<file path="config.mk">
export PLATFORM = sky130hd
export DESIGN_NAME = commit_stall_watchdog
export DESIGN_NICKNAME = d
export VERILOG_FILES = /design/src/rtl/cheshire_wdg_pkg.sv /design/src/rtl/commit_progress_detect.sv /design/src/rtl/commit_stall_watchdog.sv
export SDC_FILE = /design/constraint.sdc
export NUM_CORES = 1
export LEC_CHECK = 0
export CORE_MARGIN = 8
export CORE_UTILIZATION = 46
export CTS_BUF_LIST = sky130_fd_sc_hd__clkbuf_4
export CTS_CLUSTER_DIAMETER = 40
export CTS_CLUSTER_SIZE = 25
export DETAILED_ROUTE_END_ITERATION = 8
export GPL_ROUTABILITY_DRIVEN = 0
export HOLD_SLACK_MARGIN = 0.08
export PLACE_DENSITY = 0.77
export REMOVE_ABC_BUFFERS = 1
export SYNTH_ARGS = -nofsm -noshare
export SYNTH_HDL_FRONTEND = slang
export SYNTH_HIERARCHICAL = 1
export SYNTH_SLANG_ARGS = --single-unit
</file>
<file path="constraint.sdc">
create_clock -name clk_i -period 5.25 [get_ports clk_i]
set_input_delay 0.7875 -clock clk_i [delete_from_list [all_inputs] [get_ports clk_i]]
set_output_delay 0.7875 -clock clk_i [all_outputs]
set_load 0.1 [all_outputs]
</file>
<file path="src/rtl/cheshire_wdg_pkg.sv">
// Shared types and defaults for the commit-stall watchdog.
package cheshire_wdg_pkg;

    typedef enum logic [1:0] {
        IDLE  = 2'd0,
        RUN   = 2'd1,
        DRAIN = 2'd2,
        DONE  = 2'd3
    } wdg_state_e;

    localparam int unsigned MaxStallCyclesDefault = 10000;
    localparam int unsigned DrainCyclesDefault    = 100;

    // A zero-length window still needs a 1-bit counter to keep the RTL legal.
    function automatic int unsigned cnt_width(input int unsigned n);
        return (n == 0) ? 1 : $clog2(n + 1);
    endfunction

endpackage

</file>
<file path="src/rtl/commit_progress_detect.sv">
// Combinational per-port comparison of committed PCs against the last seen PC.
module commit_progress_detect
    import cheshire_wdg_pkg::*;
#(
    parameter int unsigned PcWidth       = 64,
    parameter int unsigned NrCommitPorts = 2
) (
    input  logic [NrCommitPorts-1:0]              ack,
    input  logic [NrCommitPorts-1:0][PcWidth-1:0] pc,
    input  logic [PcWidth-1:0]                    last_pc,
    output logic                                  any_ack,
    output logic                                  progress,
    output logic [PcWidth-1:0]                    hi_pc
);

    logic [NrCommitPorts-1:0] new_pc;

    for (genvar p = 0; p < NrCommitPorts; p++) begin : g_port
        assign new_pc[p] = ack[p] && (pc[p] != last_pc);
    end

    assign any_ack  = |ack;
    assign progress = |new_pc;

    // Ascending scan so the highest-index acked port wins.
    always_comb begin
        hi_pc = '0;
        for (int p = 0; p < NrCommitPorts; p++) begin
            if (ack[p]) hi_pc = pc[p];
        end
    end

endmodule

</file>
<file path="src/rtl/commit_stall_watchdog.sv">
// Hung-core detector on the commit ports: declares a stall after MaxStallCycles
// without PC progress, then requests simulation end after a drain window.
module commit_stall_watchdog
    import cheshire_wdg_pkg::*;
#(
    parameter int unsigned PcWidth        = 64,
    parameter int unsigned NrCommitPorts  = 2,
    parameter int unsigned MaxStallCycles = MaxStallCyclesDefault,
    parameter int unsigned DrainCycles    = DrainCyclesDefault,
    localparam int unsigned CntWidth      = $clog2(MaxStallCycles + 1)
) (
    input  logic                                  clk_i,
    input  logic                                  rst_i,
    input  logic                                  en_i,
    input  logic                                  clear_i,
    input  logic [NrCommitPorts-1:0]              commit_ack_i,
    input  logic [NrCommitPorts-1:0][PcWidth-1:0] commit_pc_i,
    output logic                                  started_o,
    output logic                                  stalled_o,
    output logic [PcWidth-1:0]                    stall_pc_o,
    output logic [CntWidth-1:0]                   idle_cnt_o,
    output logic                                  finish_req_o
);

    localparam int unsigned DrainW = cnt_width(DrainCycles);

    wdg_state_e         state;
    logic [PcWidth-1:0] last_pc;
    logic [DrainW-1:0]  drain_cnt;

    logic               any_ack;
    logic               progress;
    logic [PcWidth-1:0] hi_pc;
    logic               stall_hit;
    logic               drain_hit;

    commit_progress_detect #(
        .PcWidth       (PcWidth),
        .NrCommitPorts (NrCommitPorts)
    ) i_detect (
        .ack      (commit_ack_i),
        .pc       (commit_pc_i),
        .last_pc  (last_pc),
        .any_ack  (any_ack),
        .progress (progress),
        .hi_pc    (hi_pc)
    );

    // Compare the pre-increment value so the counter never needs a carry bit.
    assign stall_hit = (idle_cnt_o == CntWidth'(MaxStallCycles - 1));
    assign drain_hit = (drain_cnt == DrainW'(DrainCycles - 1));

    always_ff @(posedge clk_i) begin
        if (rst_i || clear_i) begin
            state        <= IDLE;
            last_pc      <= '0;
            drain_cnt    <= '0;
            started_o    <= 1'b0;
            stalled_o    <= 1'b0;
            stall_pc_o   <= '0;
            idle_cnt_o   <= '0;
            finish_req_o <= 1'b0;
        end else if (en_i) begin
            case (state)
                IDLE: begin
                    if (any_ack) begin
                        started_o  <= 1'b1;
                        last_pc    <= hi_pc;
                        idle_cnt_o <= '0;
                        state      <= RUN;
                    end
                end
                RUN: begin
                    if (any_ack) last_pc <= hi_pc;
                    // Progress on the threshold cycle still rescues the core.
                    if (progress) begin
                        idle_cnt_o <= '0;
                    end else if (stall_hit) begin
                        idle_cnt_o <= idle_cnt_o + CntWidth'(1);
                        stalled_o  <= 1'b1;
                        stall_pc_o <= last_pc;
                        drain_cnt  <= '0;
                        if (DrainCycles == 0) begin
                            finish_req_o <= 1'b1;
                            state        <= DONE;
                        end else begin
                            state <= DRAIN;
                        end
                    end else begin
                        idle_cnt_o <= idle_cnt_o + CntWidth'(1);
                    end
                end
                DRAIN: begin
                    if (drain_hit) begin
                        finish_req_o <= 1'b1;
                        state        <= DONE;
                    end else begin
                        drain_cnt <= drain_cnt + DrainW'(1);
                    end
                end
                DONE: begin
                    state <= DONE;
                end
                default: state <= IDLE;
            endcase
        end
    end

endmodule
</file>
# Word level (Yosys, flattened, before mapping)
# Index checks and enable logic that the tools add are counted.
word_totals:
  regBits: 154
  out_inout_bits: 81
classes:
  addsub: 2
  n_eq_ne: 12
  n_mux: 14
  n_bitwise: 1
  reduce_logical: 16
op_table:
  columns: ["op", "count"]
  rows:
  - ["$mux W64", 2]
  - ["$ne A64 B64 Y1", 2]
  - ["$mux W14", 2]
  - ["$pmux W14 S2", 1]
  - ["$mux W7", 3]
  - ["$add A14 B1 Y14 const B", 1]
  - ["$eq A14 B14 Y1 const B", 1]
  - ["$pmux W7 S2", 1]
  - ["$reduce_and A3 Y1", 4]
  - ["$ne A2 B2 Y1 const B", 5]
  - ["$reduce_and A5 Y1", 2]
  - ["$mux W2", 4]
  - ["$pmux W2 S4", 1]
  - ["$add A7 B1 Y7 const B", 1]
  - ["$eq A7 B7 Y1 const B", 1]
  - ["$reduce_or A2 Y1", 3]
  - ["$eq A2 B2 Y1 const B", 2]
  - ["$reduce_and A4 Y1", 1]
  - ["$reduce_bool A2 Y1", 2]
  - ["$eq A2 B1 Y1 const B", 1]
  - ["$logic_and A1 B1 Y1", 2]
  - ["$logic_not A2 Y1", 1]
  - ["$logic_or A1 B1 Y1", 1]
  - ["$not A1 Y1", 1]

# Depth between registers and ports, before layout
# Gate-level depths: netlist of the first run.
logic_depth:
  word_depth: 5
  mapped_depth: 10
  ltp_nobuf: 9

# By module
# Netlist of the first run, hierarchy kept.
modules_own_cells:
  columns: ["mod", "instances", "cells_each", "area_each_um2", "seq_area_each_um2"]
  rows:
  - ["commit_stall_watchdog", 1, 722, 6038.3, 3083.0]
  - ["commit_progress_detect", 1, 256, 2042.0, 0.0]

# Least setup slack after synthesis of the first run
# No wires, ideal clock.
synth_path:
  path_type: "input to register"
  from: "input commit_pc_i[81] (netlist name)"
  to: "register idle_cnt_o[8]"
  setup_ns: 0.071
  arrival_time_ns: 2.774
  t_required_ns: 5.179
  slack_ns: 2.405
  stages: 9
  n_path_buf: 0
  cell_sequence: "xnor2_1 nand4_1 nor4_1 nand4_1 a22o_1 nand2b_2 or4b_1 or4_1 a21oi_1"
synth_between:
  elab_chain_cells: 5
synth_rtl:
  columns: ["element", "line", "source"]
  rows:
  - ["start, declared", "commit_stall_watchdog.sv:17", "input logic [NrCommitPorts-1:0][PcWidth-1:0] commit_pc_i,"]
  - ["$ne A64 B64 Y1", "commit_progress_detect.sv:19", "assign new_pc[p] = ack[p] && (pc[p] != last_pc);"]
  - ["$logic_and A1 B1 Y1", "commit_progress_detect.sv:19", null]
  - ["$reduce_or A2 Y1", "commit_progress_detect.sv:23", "assign progress = |new_pc;"]
  - ["via progress", "commit_stall_watchdog.sv:32", "logic progress;"]
  - ["$mux W14", "commit_stall_watchdog.sv:76", "if (progress) begin"]
  - ["$pmux W14 S2", "commit_stall_watchdog.sv:64", "case (state)"]
  - ["end signal, assigned", "commit_stall_watchdog.sv:79", "idle_cnt_o <= idle_cnt_o + CntWidth'(1);"]
  - ["end signal, assigned", "commit_stall_watchdog.sv:90", "idle_cnt_o <= idle_cnt_o + CntWidth'(1);"]
  - ["end, declared", "commit_stall_watchdog.sv:21", "output logic [CntWidth-1:0] idle_cnt_o,"]
# The timed path passes the listed nets, and every way through them passes these cells.
# A chain may end at the register's enable or synchronous reset.

# Worst setup path in the final report of the first run
layout_path:
  from: "input commit_pc_i[116] (netlist name)"
  to: "register stall_pc_o[57]"
layout_between:
  elab_chain_cells: 5
layout_rtl:
  columns: ["element", "line", "source"]
  rows:
  - ["$ne A64 B64 Y1", "commit_progress_detect.sv:19", null]
  - ["$logic_and A1 B1 Y1", "commit_progress_detect.sv:19", null]
  - ["$reduce_or A2 Y1", "commit_progress_detect.sv:23", null]
  - ["via progress", "commit_stall_watchdog.sv:32", null]
  - ["$not A1 Y1 (no source line)", null, null]
  - ["$reduce_and A4 Y1 (no source line)", null, null]
  - ["end signal, assigned", "commit_stall_watchdog.sv:81", "stall_pc_o <= last_pc;"]
  - ["end, declared", "commit_stall_watchdog.sv:20", "output logic [PcWidth-1:0] stall_pc_o,"]
# The timed path passes the listed nets, and every way through them passes these cells.

==> flow_metrics.tcl, run 1 <==
set metrics [dict create \
    rows 48 \
    worst_pin_slew_ps 1060 \
    power.density_nw_per_um2 218 \
    synth_area_leaders "dfxtp_1 38%, xnor2_1 15%, nand2_1 13%, mux2i_1 8.2%, a22o_1 6.7%" \
    criticalPathCategory "in2reg" \
    drt_iter0_markers 512 \
    status "completed" \
    drt_pass1_iterations 5 \
    synth_fa_ha_area_frac 0.00310 \
    cts_resized 0 \
    synthMuxAreaShare 0.0818 \
    fillers 1527 \
    grtUsageMet3 0.0593 \
    viasPerCell 5.49 \
    syn_inst 978 \
    core_area_um2 17200 \
    endpoint_kind "flop" \
    ys_seq_area_frac 0.382 \
    cp_cell_sequence "clkdlybuf4s50_1 -> xnor2_1 -> nand4_1 -> nor4_1 -> nand4_1 -> a22o_1 -> nand4bb_1 -> nor3_2 -> buf_4 -> mux2i_1" \
    grt_pass1_wl_um 38400 \
    synth-seq-cells 154 \
    fin_skew_ps 21.0 \
    die-area_um2 22100 \
    cts-root-buf "clkbuf_4" \
    clock_sinks 154 \
    synth_edf_count 0 \
    post_cts_buffers 0 \
    cp_top_family "simple AND/OR/NAND/NOR gates" \
    synthSimpleGateAreaFrac 0.212 \
    ant_nets 0 \
    power.leakage_nw 3.20 \
    period_needed_ps 3760 \
    clockBufferDepth 2 \
    routed_wl_um 24600 \
    yosys_warnings 6 \
    r2r-start "last_pc[6]$_SDFFE_PP0P_" \
    cts.clk_slew.worst_paths_ps 130 \
    grt_use_total 0.216 \
    met1_usage 0.270 \
    rsz0062_at_grt "no" \
    crit_fanout 36 \
    cpMostUsedCell "nand4_1" \
    synth_compound_area_frac 0.138 \
    drc 0 \
    holdBufCountCts 0 \
    grt_max_degree 83 \
    fp.dieH_um 149 \
    numCtsBuffers 17 \
    final_cell_area_um2 10600 \
    cp_slowest_cell "nor4_1" \
    portBuffers 214 \
    worstSetupStartpointType "input pin" \
    dp_hpwl_um 17400 \
    cp_data_required_time_ps 5720 \
    synth-xor-area-share 0.146 \
    worst-r2r-setup-slack_ps 1810 \
    ys.flop_type "dfxtp_1" \
    synth_top_family_by_area "simple AND/OR/NAND/NOR gates" \
    final_common_cell "nand2_1" \
    final.period_utilization 0.716 \
    fmax_mhz 266 \
    busiest_layer "met2" \
    insertion_delay_ps 550 \
    wl_per_cell_um 17.6 \
    arrival_ps 4240 \
    nNetsFinal 1294 \
    syn_to_final_growth_pct 31.7 \
    max_stage_delay_ps 650 \
    slew_violations 0 \
    reg2reg_to "stall_pc_o[57]$_SDFFE_PP0P_" \
    ir_drop_mv 0.144 \
    finalHoldViolations 0 \
    postPlaceCellArea_um2 10300 \
    initial_utilization 0.469 \
    cts_tree "yes" \
    grt_pass1_vias 7575 \
    path_buf_inv 2 \
    hold_path_end "stall_pc_o[39]$_SDFFE_PP0P_" \
    antenna_found_initial 1 \
    synth_top_area_cell "dfxtp_1" \
    synthArstFlopShare 0 \
    relSlewSlack 0.292 \
    setup_violations 0 \
    met2_usage 0.353 \
    avgSynthCellArea_um2 8.26 \
    cts.htree.levels 4 \
    hold_start "stall_pc_o[39]$_SDFFE_PP0P_" \
    synth_top_area_frac 0.382 \
    final_cell_mix "271 x nand2_1, 213 x clkdlybuf4s50_1, 154 x dfxtp_1" \
    hp-class "reg2reg" \
    hold_ws_ps 464 \
    dp_slack_ps 960 \
    setup_ws_ps 1490 \
    drv_cap 0 \
    synthDistinctLibCells 48 \
    grt_overflow 0 \
    ioPinCount 215 \
    die_x_um 149 \
    hold_depth 2 \
    drive_gt1_frac 0.0427 \
    setup-tns-final_ps 0 \
    rr_worst_depth 9 \
    route.vias.total 7669 \
    netlist_area_um2 8080 \
    finalPower_mw 2.32 \
]
worst register-to-register path, cell delays in order, from the launching register on:
cell and delay, ps:
dfxtp_1 440, xnor2_1 150, nand4_1 140, nor4_1 650
nand4_1 170, a22o_1 300, nand4bb_1 340, nor3_2 370
buf_4 550, mux2i_1 260
flip-flops by register name (all words and copies together), names as in the netlist:
| register | flops |
|---|---|
| state | 2 |
| last_pc | 64 |
| stall_pc_o | 64 |
| stalled_o | 1 |
| drain_cnt | 7 |
| started_o | 1 |
| idle_cnt_o | 14 |
| finish_req_o | 1 |
cells by family after synthesis:
logic type | count (synthesis)
buffers and inverters | 68
DFF | 154
xor gates and xnor gates | 135
and+or+nand+nor | 390
adders and majority gates | 2
muxes | 66
AOI/OAI and AO/OA | 163
stage by stage:
stage	std cells	util
after floorplan	915	-
after global placement	1364	0.600
after detailed placement	1364	0.600
after CTS	1396	0.617
after global routing	1397	0.617
final	1397	0.617
layer usage:
metal / share of wire / vias to the layer above / wire length, um
met5: 0 / - / 0
met2: 0.47 / 287 / 11700
met1: 0.43 / 3613 / 10600
li1: - / 3741 / -
met3: 0.078 / 28 / 1910
met4: 0.015 / 0 / 372
Yosys cell counts (2+ instances only):
library cell	instances
nor4_1	14
or2_2	2
or3_1	2
nor2b_1	2
nor2_1	22
xnor2_1	135
buf_4	6
mux2i_1	66
o21a_1	3
nand3_1	10
buf_2	14
a211oi_1	2
nand2_1	272
o41ai_1	2
nand4_1	40
nand3b_1	3
a311oi_1	2
ha_1	2
clkbuf_1	30
o21ai_0	6
buf_1	12
a31oi_1	4
nor4b_1	2
or4_1	2
o31ai_1	2
a41oi_1	3
dfxtp_1	154
o22ai_1	4
a21oi_1	69
inv_1	5
a22o_1	62
nor3_1	8
where the power goes:
part / internal (mW) / switching, mW / leakage [nW]
registers: 1.18 / 0.0176 / 1.24
clock network: 0.336 / 0.428 / 0.151
logic: 0.185 / 0.170 / 1.81
total: 1.70 / 0.615 / 3.20
worst max path at each step:
stage	from	end	slack, ps	cells after the start
4_1_cts	commit_pc_i[103]	stall_pc_o[57]$_SDFFE_PP0P_	1580	10
6_report	commit_pc_i[116]	stall_pc_o[57]$_SDFFE_PP0P_	1490	10
3_5_place_dp	commit_pc_i[103]	stall_pc_o[45]$_SDFFE_PP0P_	960	10
5_1_grt	commit_pc_i[116]	drain_cnt[0]$_SDFFE_PP0P_	1370	10
3_3_place_gp	commit_pc_i[116]	drain_cnt[0]$_SDFFE_PP0P_	1060	10
2_1_floorplan	commit_pc_i[81]	drain_cnt[0]$_SDFFE_PP0P_	-4170	8
layout make-up:
cell class / count / area, um^2 / area share
Antenna cell: 1 / 2.50 / 0.000235
Clock buffer: 19 / 143 / 0.0134
Tap cell: 225 / 282 / 0.0265
Multi-Input combinational cell: 756 / 4720 / 0.444
Inverter: 5 / 18.8 / 0.00176
Clock inverter: 13 / 151 / 0.0142
Timing Repair Buffer: 224 / 2240 / 0.210
Sequential cell: 154 / 3080 / 0.290
(Power assumes the default switching activity.)
==> run 2: changes to the inputs <==
Clock period 5.25 ns to 3.6 ns, I/O delays scaled along.
==> run 2 against run 1 <==
  * Count of clock-buffer cells in the layout increased by 1
  * Highest routed layer unchanged
  * Via count decreased by 0.20%
  * Non-clock buffer count increased by 12
  * Largest power group unchanged
  * Utilization increased by 0.57 points
  * Clock skew increased by 1.6 ps
==> flow_metrics.tcl, run 2 (synthesis gave the netlist of run 1 again) <==
set metrics [dict create \
    status "completed" \
    reg2reg_to "idle_cnt_o[8]$_SDFFE_PP0P_" \
    fp.dieH_um 149 \
    pwr-share-seq 0.538 \
    largestRegisters "last_pc: 64 flops, stall_pc_o: 64 flops, idle_cnt_o: 14 flops" \
    insertion_delay_ps 560 \
    endpoint_kind "flop" \
    route.vias.total 7654 \
    period_needed_ps 2980 \
    finalHoldViolations 0 \
    cts.htree.levels 4 \
    ant_nets 0 \
    routed_wl_um 24400 \
    final_common_cell "nand2_1" \
    final.period_utilization 0.829 \
    dp_slack_ps 43.0 \
    fin_skew_ps 22.6 \
    relSlewSlack 0.290 \
    fin_cells 1409 \
    clockPowerShare 0.302 \
    criticalPathCategory "in2reg" \
    hold_ws_ps 464 \
    hold_path_end "stall_pc_o[36]$_SDFFE_PP0P_" \
    grt_overflow 0 \
    cts_resized 0 \
    grt_use_total 0.216 \
    drt_iter0_markers 467 \
    setup_ws_ps 617 \
    drc 0 \
    cp_data_required_time_ps 4090 \
    cts.clk_slew.worst_paths_ps 130 \
    final_cell_area_um2 10700 \
    antenna_found_initial 1 \
    drive_gt1_frac 0.0541 \
    viasPerCell 5.43 \
    die_x_um 149 \
    multi_input_area_um2 4720 \
    finalPower_mw 3.25 \
    cts_tree "yes" \
    numCtsBuffers 17 \
    setup-tns-final_ps 0 \
    portBuffers 214 \
    die-area_um2 22100 \
    setup_violations 0 \
    grt_pass1_wl_um 38400 \
    ir_drop_mv 0.167 \
    crit_fanout 2 \
    postPlaceCellArea_um2 10500 \
    clock_sinks 154 \
    drv_cap 0 \
    holdBufCountCts 0 \
    hp-class "reg2reg" \
    power.leakage_nw 3.26 \
    power.density_nw_per_um2 303 \
    swShare 0.274 \
    p_switching_mw 0.890 \
    dpl.cell_count 1376 \
    p_comb_frac 0.161 \
    cts-root-buf "clkbuf_4" \
    nNetsFinal 1306 \
    slew_violations 0 \
    post_cts_buffers 0 \
    clockBufferDepth 2 \
    worst-r2r-setup-slack_ps 660 \
    fillers 1511 \
    fmax_mhz 335 \
    ioPinCount 215 \
    rr_worst_depth 10 \
    initial_utilization 0.469 \
    grt_pass1_vias 7403 \
    p_int_mw 2.36 \
    worstSetupStartpointType "input pin" \
    rows 48 \
    dp_hpwl_um 17800 \
    drt_pass1_iterations 5 \
    rsz0062_at_grt "no" \
    r2r-start "last_pc[8]$_SDFFE_PP0P_" \
    register_area_um2 3080 \
    hold_start "stall_pc_o[36]$_SDFFE_PP0P_" \
    core_area_um2 17200 \
    grt_max_degree 67 \
    final_cell_mix "271 x nand2_1, 213 x clkdlybuf4s50_1, 154 x dfxtp_1" \
    wl_per_cell_um 17.3 \
    syn_to_final_growth_pct 32.9 \
    fin_util 0.623 \
    arrival_ps 3470 \
    worst_pin_slew_ps 1060 \
    hold_depth 2 \
]
run 2: worst max path at each step:
stage,slack [ps],depth (start not counted),to,start
after floorplan,-5580,8,drain_cnt[0]$_SDFFE_PP0P_,commit_pc_i[81]
after global placement,6,11,idle_cnt_o[8]$_SDFFE_PP0P_,commit_pc_i[97]
after global routing,520,10,stall_pc_o[37]$_SDFFE_PP0P_,last_pc[8]$_SDFFE_PP0P_
after detailed placement,40,11,idle_cnt_o[8]$_SDFFE_PP0P_,commit_pc_i[97]
after CTS,640,10,idle_cnt_o[8]$_SDFFE_PP0P_,last_pc[8]$_SDFFE_PP0P_
final,620,11,idle_cnt_o[8]$_SDFFE_PP0P_,commit_pc_i[124]
run 2: area by class of cell:
type | count | area share
Clock inverter | 12 | 0.00955
Multi-Input combinational cell | 756 | 0.440
Clock buffer | 20 | 0.0140
Inverter | 5 | 0.00175
Timing Repair Buffer | 236 | 0.221
Tap cell | 225 | 0.0262
Sequential cell | 154 | 0.287
Antenna cell | 1 | 0.000233
run 2: per-layer routing:
layer	vias to the layer above	wire length [um]	GRT usage	part of all wire
li1	3777	-	-	-
met1	3628	10500	0.265	0.43
met2	226	11500	0.348	0.47
met3	23	2000	0.0787	0.082
met4	0	370	0.0637	0.015
met5	-	0	0	0
run 2: power groups by stage:
stage | logic, mW | registers, mW | clock network [mW]
2_1_floorplan | 0.239 | 1.78 | 0
3_3_place_gp | 0.514 | 1.78 | 0
3_5_place_dp | 0.518 | 1.79 | 0
4_1_cts | 0.521 | 1.75 | 1.01
5_1_grt | 0.561 | 1.75 | 1.08
6_report | 0.522 | 1.75 | 0.980
run 2: critical path: stages:
cell,delay (ps)
clkdlybuf4s50_1,510
xnor2_1,130
nand4_1,150
nor4_1,410
buf_4,190
nand4_1,70
a22o_1,290
nand2b_2,190
or4b_1,460
or4_1,400
a21oi_1,140
